===== config.mk =====
export PLATFORM = sky130hd
export DESIGN_NAME = sd_spi_link
export DESIGN_NICKNAME = d
export VERILOG_FILES = /design/src/rtl/sd_spi_link.sv
export SDC_FILE = /design/constraint.sdc
export NUM_CORES = 1
export LEC_CHECK = 0
export CAP_MARGIN = 20
export CORE_MARGIN = 2
export CORE_UTILIZATION = 45
export CTS_BUF_LIST = sky130_fd_sc_hd__clkbuf_16
export DETAILED_ROUTE_END_ITERATION = 8
export GPL_TIMING_DRIVEN = 0
export PLACE_DENSITY = 0.68
export SLEW_MARGIN = 25
export SYNTH_ARGS = -nofsm -noshare
export SYNTH_HDL_FRONTEND = slang
export SYNTH_SLANG_ARGS = --single-unit

===== constraint.sdc =====
create_clock -name clk -period 3.3 [get_ports clk]
set_input_delay 0.33 -clock clk [delete_from_list [all_inputs] [get_ports clk]]
set_output_delay 0.33 -clock clk [all_outputs]
set_load 0.1 [all_outputs]

===== src/rtl/sd_spi_link.sv =====
// SPI-mode responder for the SD disk manager: turns single-cycle request strobes
// into mode-0 SPI byte sequences and returns the card's reply byte with a rdy pulse.
module sd_spi_link #(
    parameter int CLK_DIV    = 4,
    parameter int POLL_MAX   = 8,
    parameter int INIT_BYTES = 10
) (
    input  logic        clk,
    input  logic        rst,
    input  logic [5:0]  cmdx,
    input  logic [31:0] argx,
    input  logic        start40x,
    input  logic        startx,
    input  logic        readit,
    input  logic        init,
    input  logic        closex,
    output logic [7:0]  out,
    output logic        rdy,
    output logic        sclk,
    output logic        mosi,
    input  logic        miso,
    output logic        cs_n
);

    localparam int            CW       = (CLK_DIV > 1) ? $clog2(CLK_DIV) : 1;
    localparam logic [CW-1:0] DIV_LAST = CW'(CLK_DIV - 1);
    localparam logic [7:0]    POLL_N   = 8'(POLL_MAX);
    localparam logic [7:0]    INIT_N   = 8'(INIT_BYTES);

    typedef enum logic [2:0] {
        S_IDLE, S_INIT, S_CMD, S_POLL_R1, S_WRBYTE, S_XFER, S_RDPOLL, S_CLOSE
    } state_t;

    state_t        state_q, state_d;
    logic [CW-1:0] cnt_q, cnt_d;
    logic [3:0]    ph_q, ph_d;
    logic [7:0]    bcnt_q, bcnt_d;
    logic [7:0]    tx_q, tx_d;
    logic [7:0]    rx_q, rx_d;
    logic [5:0]    cmd_q, cmd_d;
    logic [31:0]   arg_q, arg_d;
    logic          sclk_q, sclk_d;
    logic          mosi_q, mosi_d;
    logic          cs_n_q, cs_n_d;
    logic [7:0]    out_q, out_d;
    logic          rdy_q, rdy_d;

    logic          tick, fall_last, load, finish;
    logic [7:0]    load_byte, fin_out, bcnt_inc;

    function automatic logic [7:0] crc_byte(input logic [5:0] c);
        case (c)
            6'd0:    return 8'h95;
            6'd8:    return 8'h87;
            default: return 8'h01;
        endcase
    endfunction

    function automatic logic [7:0] frame_byte(input logic [2:0] idx, input logic [5:0] c,
                                              input logic [31:0] a);
        case (idx)
            3'd0:    return {2'b01, c};
            3'd1:    return a[31:24];
            3'd2:    return a[23:16];
            3'd3:    return a[15:8];
            3'd4:    return a[7:0];
            default: return crc_byte(c);
        endcase
    endfunction

    always_comb begin
        state_d   = state_q;
        cnt_d     = cnt_q;
        ph_d      = ph_q;
        bcnt_d    = bcnt_q;
        tx_d      = tx_q;
        rx_d      = rx_q;
        cmd_d     = cmd_q;
        arg_d     = arg_q;
        sclk_d    = sclk_q;
        mosi_d    = mosi_q;
        cs_n_d    = cs_n_q;
        out_d     = out_q;
        rdy_d     = 1'b0;
        load      = 1'b0;
        load_byte = 8'hFF;
        finish    = 1'b0;
        fin_out   = rx_q;
        tick      = (cnt_q == DIV_LAST);
        fall_last = tick && (ph_q == 4'd15);
        bcnt_inc  = bcnt_q + 8'd1;

        // Byte engine: even half-periods end in a rising edge (sample miso),
        // odd ones in a falling edge (shift next mosi bit out).
        if (state_q != S_IDLE) begin
            cnt_d = tick ? '0 : cnt_q + CW'(1);
            if (tick) begin
                ph_d   = ph_q + 4'd1;
                sclk_d = ~ph_q[0];
                if (!ph_q[0]) begin
                    rx_d = {rx_q[6:0], miso};
                end else begin
                    mosi_d = tx_q[6];
                    tx_d   = {tx_q[6:0], 1'b1};
                end
            end
        end

        case (state_q)
            S_IDLE: begin
                bcnt_d = 8'd0;
                if (init) begin
                    state_d = S_INIT;
                    cs_n_d  = 1'b1;
                    load    = 1'b1;
                end else if (closex) begin
                    state_d = S_CLOSE;
                    cs_n_d  = 1'b1;
                    load    = 1'b1;
                end else if (start40x && startx) begin
                    state_d   = S_WRBYTE;
                    cs_n_d    = 1'b0;
                    load      = 1'b1;
                    load_byte = argx[7:0];
                end else if (start40x) begin
                    state_d   = S_CMD;
                    cs_n_d    = 1'b0;
                    cmd_d     = cmdx;
                    arg_d     = argx;
                    load      = 1'b1;
                    load_byte = frame_byte(3'd0, cmdx, argx);
                end else if (startx && readit) begin
                    state_d = S_RDPOLL;
                    cs_n_d  = 1'b0;
                    load    = 1'b1;
                end else if (startx) begin
                    state_d = S_XFER;
                    cs_n_d  = 1'b0;
                    load    = 1'b1;
                end
            end
            S_INIT: if (fall_last) begin
                if (bcnt_inc == INIT_N) begin
                    finish = 1'b1;
                end else begin
                    bcnt_d = bcnt_inc;
                    load   = 1'b1;
                end
            end
            S_CMD: if (fall_last) begin
                if (bcnt_q == 8'd5) begin
                    state_d = S_POLL_R1;
                    bcnt_d  = 8'd0;
                    load    = 1'b1;
                end else begin
                    bcnt_d    = bcnt_inc;
                    load      = 1'b1;
                    load_byte = frame_byte(bcnt_inc[2:0], cmd_q, arg_q);
                end
            end
            S_POLL_R1: if (fall_last) begin
                if (!rx_q[7]) begin
                    finish = 1'b1;
                end else if (bcnt_inc == POLL_N) begin
                    finish  = 1'b1;
                    fin_out = 8'hFF;
                end else begin
                    bcnt_d = bcnt_inc;
                    load   = 1'b1;
                end
            end
            S_RDPOLL: if (fall_last) begin
                if (rx_q != 8'hFF || bcnt_inc == POLL_N) begin
                    finish = 1'b1;
                end else begin
                    bcnt_d = bcnt_inc;
                    load   = 1'b1;
                end
            end
            default: if (fall_last) finish = 1'b1;
        endcase

        // Loading on the final falling edge chains bytes with no idle cycle.
        if (load) begin
            cnt_d  = '0;
            ph_d   = 4'd0;
            sclk_d = 1'b0;
            tx_d   = load_byte;
            mosi_d = load_byte[7];
        end
        if (finish) begin
            state_d = S_IDLE;
            rdy_d   = 1'b1;
            out_d   = fin_out;
            mosi_d  = 1'b1;
            sclk_d  = 1'b0;
            cnt_d   = '0;
            ph_d    = 4'd0;
            bcnt_d  = 8'd0;
        end
    end

    always_ff @(posedge clk or posedge rst) begin
        if (rst) begin
            state_q <= S_IDLE;
            cnt_q   <= '0;
            ph_q    <= 4'd0;
            bcnt_q  <= 8'd0;
            tx_q    <= 8'hFF;
            rx_q    <= 8'h00;
            cmd_q   <= 6'd0;
            arg_q   <= 32'd0;
            sclk_q  <= 1'b0;
            mosi_q  <= 1'b1;
            cs_n_q  <= 1'b1;
            out_q   <= 8'h00;
            rdy_q   <= 1'b0;
        end else begin
            state_q <= state_d;
            cnt_q   <= cnt_d;
            ph_q    <= ph_d;
            bcnt_q  <= bcnt_d;
            tx_q    <= tx_d;
            rx_q    <= rx_d;
            cmd_q   <= cmd_d;
            arg_q   <= arg_d;
            sclk_q  <= sclk_d;
            mosi_q  <= mosi_d;
            cs_n_q  <= cs_n_d;
            out_q   <= out_d;
            rdy_q   <= rdy_d;
        end
    end

    assign out  = out_q;
    assign rdy  = rdy_q;
    assign sclk = sclk_q;
    assign mosi = mosi_q;
    assign cs_n = cs_n_q;

endmodule


==> flow_summary_export.csv, run 1 <==
group,metric,value,unit
cts,cts_tree,"yes",
synth,avgSynthCellArea,10.4,µm²
synth,async_reset_ff_frac,1.00,
sta,min_period,2.88,ns
synth,netlist_area,4220,µm²
sta,fin_tns_setup,0,ns
floorplan,dieArea,10200,µm²
cts,cts_buffers,9,
worst_hold_path,worstHoldPathType,"input pin to asynchronous set/reset pin",
floorplan,io_pins,58,
cts,cts_resized,0,
synth,synth.ff_latch_count,81,
placed_design,pre_cts_slack,0.318,ns
sta,drv_slew,0,
worst_setup_path,crit_chain,"inv_1 -> ha_1 -> clkbuf_1 -> nor3b_1 -> o211ai_2 -> a221oi_4 -> buf_2 -> buf_4 -> a21oi_1",
power_and_ir_drop,peakVddDrop,0.298,mV
global_route,grt_overflow,0,
worst_setup_path,required,3.52,ns
sta,rsz0062_at_grt,"no",
job,maxCapViolations,0,
placed_design,portBuffers,57,
power_and_ir_drop,cellPowerDensity,393,nW/µm²
placed_design,gp_congestion,0.842,
worst_setup_path,endpoint_kind,"flop",
power_and_ir_drop,cell_internal_pwr,1.58,mW
global_route,grt_pass1_wl,16700,µm
finish,drive_above_1_share,0.203,
synth,synth_flop_cell,"dfrtp_1",
synth,syn_nets,458,
global_route,grt_max_degree,47,
cts,cts-root-buf,"clkbuf_16",
synth,syn_inst,405,
drt,drcViolationCount,0,
sta,worstMarginPinSlew,0.985,ns
power_and_ir_drop,seqPwrFrac,0.495,
sta,min_period_over_period,0.874,
worst_setup_path,rr_endpoint,"out[0]",
sta,setup_ws,0.416,ns
sta,setup_viol,0,
worst_setup_path,r2r_cells,9,
drt,viasPerCell,5.67,
synth,ys_seq_area_frac,0.483,
cts,clock_sinks,81,
worst_setup_path,cp_slowest_stage_delay,0.50,ns
finish,antenna-diode-count,0,
drt,ant_nets,0,
power_and_ir_drop,swShare,0.229,
worst_setup_path,critPathSlowestCell,"a221oi_4",
synth,synth-edff-count,0,
sta,clock.fmax,347,MHz
worst_setup_path,arrival,3.11,ns
drt,wl_per_cell,16.5,µm
cts,clk_pin_slew,0.06,ns
synth,yosys_warnings,0,
cts,clk_path_buf_depth,2,
sta,finClkSkew,0.00551,ns
worst_setup_path,critPathLaunchType,"flop",
floorplan,die_h,101,µm
power_and_ir_drop,p_clk_frac,0.443,
worst_setup_path,ff2ff_setup_slack,0.42,ns
worst_setup_path,rr_startpoint,"bcnt_q[1]",
worst_setup_path,critPathKind,"flop to flop",
floorplan,num_rows,35,
synth,synthDistinctLibCells,58,
drt,drt_pass1_iterations,4,
power_and_ir_drop,p_sw,471,µW
global_route,first_global_vias,3399,
worst_setup_path,path_max_fanout,10,
cts,ctsHoldBuffers,0,
power_and_ir_drop,p_comb_frac,0.062,
floorplan,fp.dieW,101,µm
finish,syn2layout_area_growth,23.9,%
global_route,grt_usage,0.209,
drt,drt-initial-drc-count,183,
drt,routed_wl,9730,µm
power_and_ir_drop,leakage,2.28,nW
outcome,status,"completed",
global_route,antenna_found_initial,0,
floorplan,coreArea,9150,µm²
floorplan,start_util,0.461,
cts,clk_latency,0.34,ns
finish,finish.utilization,0.572,
sta,slew-limit-headroom,0.342,
finish,finalNetCount,527,
cts,h-tree-depth,3,
drt,vias,3345,
placed_design,place_hpwl,7010,µm
sta,hold_viol,0,
cts,post_cts_buffers,0,
[power groups by stage]
stage	logic (mW)	clock network, mW	registers, mW
after floorplan	0.0426	0	1.04
after global placement	0.123	0	1.04
after detailed placement	0.129	0	1.04
after CTS	0.129	0.923	1.02
after global routing	0.140	0.964	1.02
final	0.128	0.910	1.02
[sequential cells by signal, summed over array words and instances (netlist names)]
| name | cells |
|---|---|
| arg_q | 32 |
| bcnt_q | 8 |
| cmd_q | 6 |
| cnt_q | 2 |
| cs_n | 1 |
| mosi | 1 |
| out | 8 |
| ph_q | 4 |
| rdy | 1 |
| rx_q | 8 |
| state_q | 3 |
| tx_q | 7 |
[layout by cell type (no fill, tap or decap), types with 2 or more instances in the layout]
cell type,instances
and3_1,3
nor3b_1,4
a311oi_1,3
a22oi_1,3
nand2b_1,4
nand2_1,45
o211ai_1,2
dfrtp_1,72
nand3_1,8
nand4_1,3
a2bb2oi_1,2
a21o_1,5
o21ai_0,15
clkbuf_1,13
xnor2_1,3
clkdlybuf4s50_1,57
dfstp_2,9
a21oi_1,20
mux2_2,50
a31oi_1,6
o21bai_1,2
inv_1,7
mux2i_1,2
buf_2,9
nor4b_1,2
a222oi_1,7
a32oi_1,3
xor2_1,5
a31o_2,2
a2111oi_0,4
a21bo_2,2
clkbuf_16,9
nor3_1,6
and2_1,2
nor2_1,41
clkinv_1,2
o31ai_1,4
nor2b_1,7
ha_1,7
clkinvlp_4,2
[final cells by class]
| type | count | area (µm²) |
|---|---|---|
| fill | 805 | 3920 |
| timing repair buffer | 58 | 598 |
| multi-input combinational | 291 | 2040 |
| sequential | 81 | 2040 |
| inverter | 8 | 32.5 |
| clock inverter | 7 | 45.0 |
| tap | 111 | 139 |
| buffer | 25 | 118 |
| clock buffer | 9 | 225 |
[cell usage after synthesis (all sizes together) (3+ instances only)]
master | count | share of area
a2111oi | 4 | 0.0083
a32oi | 3 | 0.0062
inv | 8 | 0.0071
and3 | 4 | 0.0071
o31ai | 4 | 0.0071
a21o | 5 | 0.0089
nor2 | 41 | 0.036
dfstp | 9 | 0.056
nand2 | 45 | 0.040
o211ai | 3 | 0.0065
nor2b | 7 | 0.010
nor3b | 4 | 0.0071
dfrtp | 72 | 0.43
mux2 | 50 | 0.13
a222oi | 7 | 0.017
xnor2 | 3 | 0.0062
o21ai | 15 | 0.018
clkbuf | 14 | 0.013
a31oi | 6 | 0.0089
a21oi | 21 | 0.026
nor3 | 6 | 0.0071
a22oi | 3 | 0.0053
nand4 | 3 | 0.0044
xor2 | 5 | 0.010
nand3 | 8 | 0.0095
ha | 7 | 0.021
nand2b | 4 | 0.0059
buf | 11 | 0.015
a311oi | 3 | 0.0062
[kinds of logic after synthesis]
group | Yosys count | synth area share
buf+inv | 33 | 0.0350
xor+xnor | 8 | 0.0166
flops | 81 | 0.483
fa+ha+maj | 7 | 0.0207
compound gates | 89 | 0.156
mux | 52 | 0.138
simple gates | 135 | 0.151
[worst max-delay path by stage]
| stage | start | end | cells past startpoint |
|---|---|---|---|
| 6_report | bcnt_q[1] | out[0] | 9 |
| 5_1_grt | bcnt_q[1] | out[1] | 9 |
| 4_1_cts | bcnt_q[1] | out[0] | 9 |
| 3_5_place_dp | init | cmd_q[3] | 7 |
| 3_3_place_gp | rst | arg_q[9] | 2 |
| 2_1_floorplan | ph_q[0] | bcnt_q[4] | 8 |
[critical path, delay by kind of cell (launching register included)]
family | cells | cell delay (ns)
buffers and inverters | 4 | 1.01
AO/OA/AOI/OAI | 3 | 0.78
AND/OR/NAND/NOR | 1 | 0.37
adder cells (fa/ha/maj) | 1 | 0.14
flip-flops | 1 | 0.47
[metal layers]
layer  routed length (µm)  up-vias  part of all wire  GRT usage
li1                     -     1599                 -          -
met1                 4500     1662              0.46      0.287
met2                 4770       73              0.49      0.347
met3                  331       11             0.034     0.0312
met4                  124        0             0.013     0.0548
met5                    0        -                 0          0
[metrics by stage]
step	hold WS, ns	instance area [µm²]	instances	total power, mW
6_report	0.368	5230	590	2.06
5_1_grt	0.433	5230	590	2.12
2_1_floorplan	0.440	4220	405	1.08
3_5_place_dp	0.460	4960	574	1.16
3_3_place_gp	0.448	4930	573	1.16
4_1_cts	0.386	5230	590	2.07
Note: power is estimated with default switching activity, not from simulation.
==> inputs of run 2 (changes only) <==
- CAP_MARGIN: 20 -> 30
==> results of run 2 <==
Same layout as run 1: the final DEF is identical, and so are final timing and power.
==> inputs of run 3 (changes only) <==
- CAP_MARGIN: 30 -> not set
- TNS_END_PERCENT: not set -> 5
==> results of run 3 <==
Same layout as run 1: the final DEF is identical, and so are final timing and power.
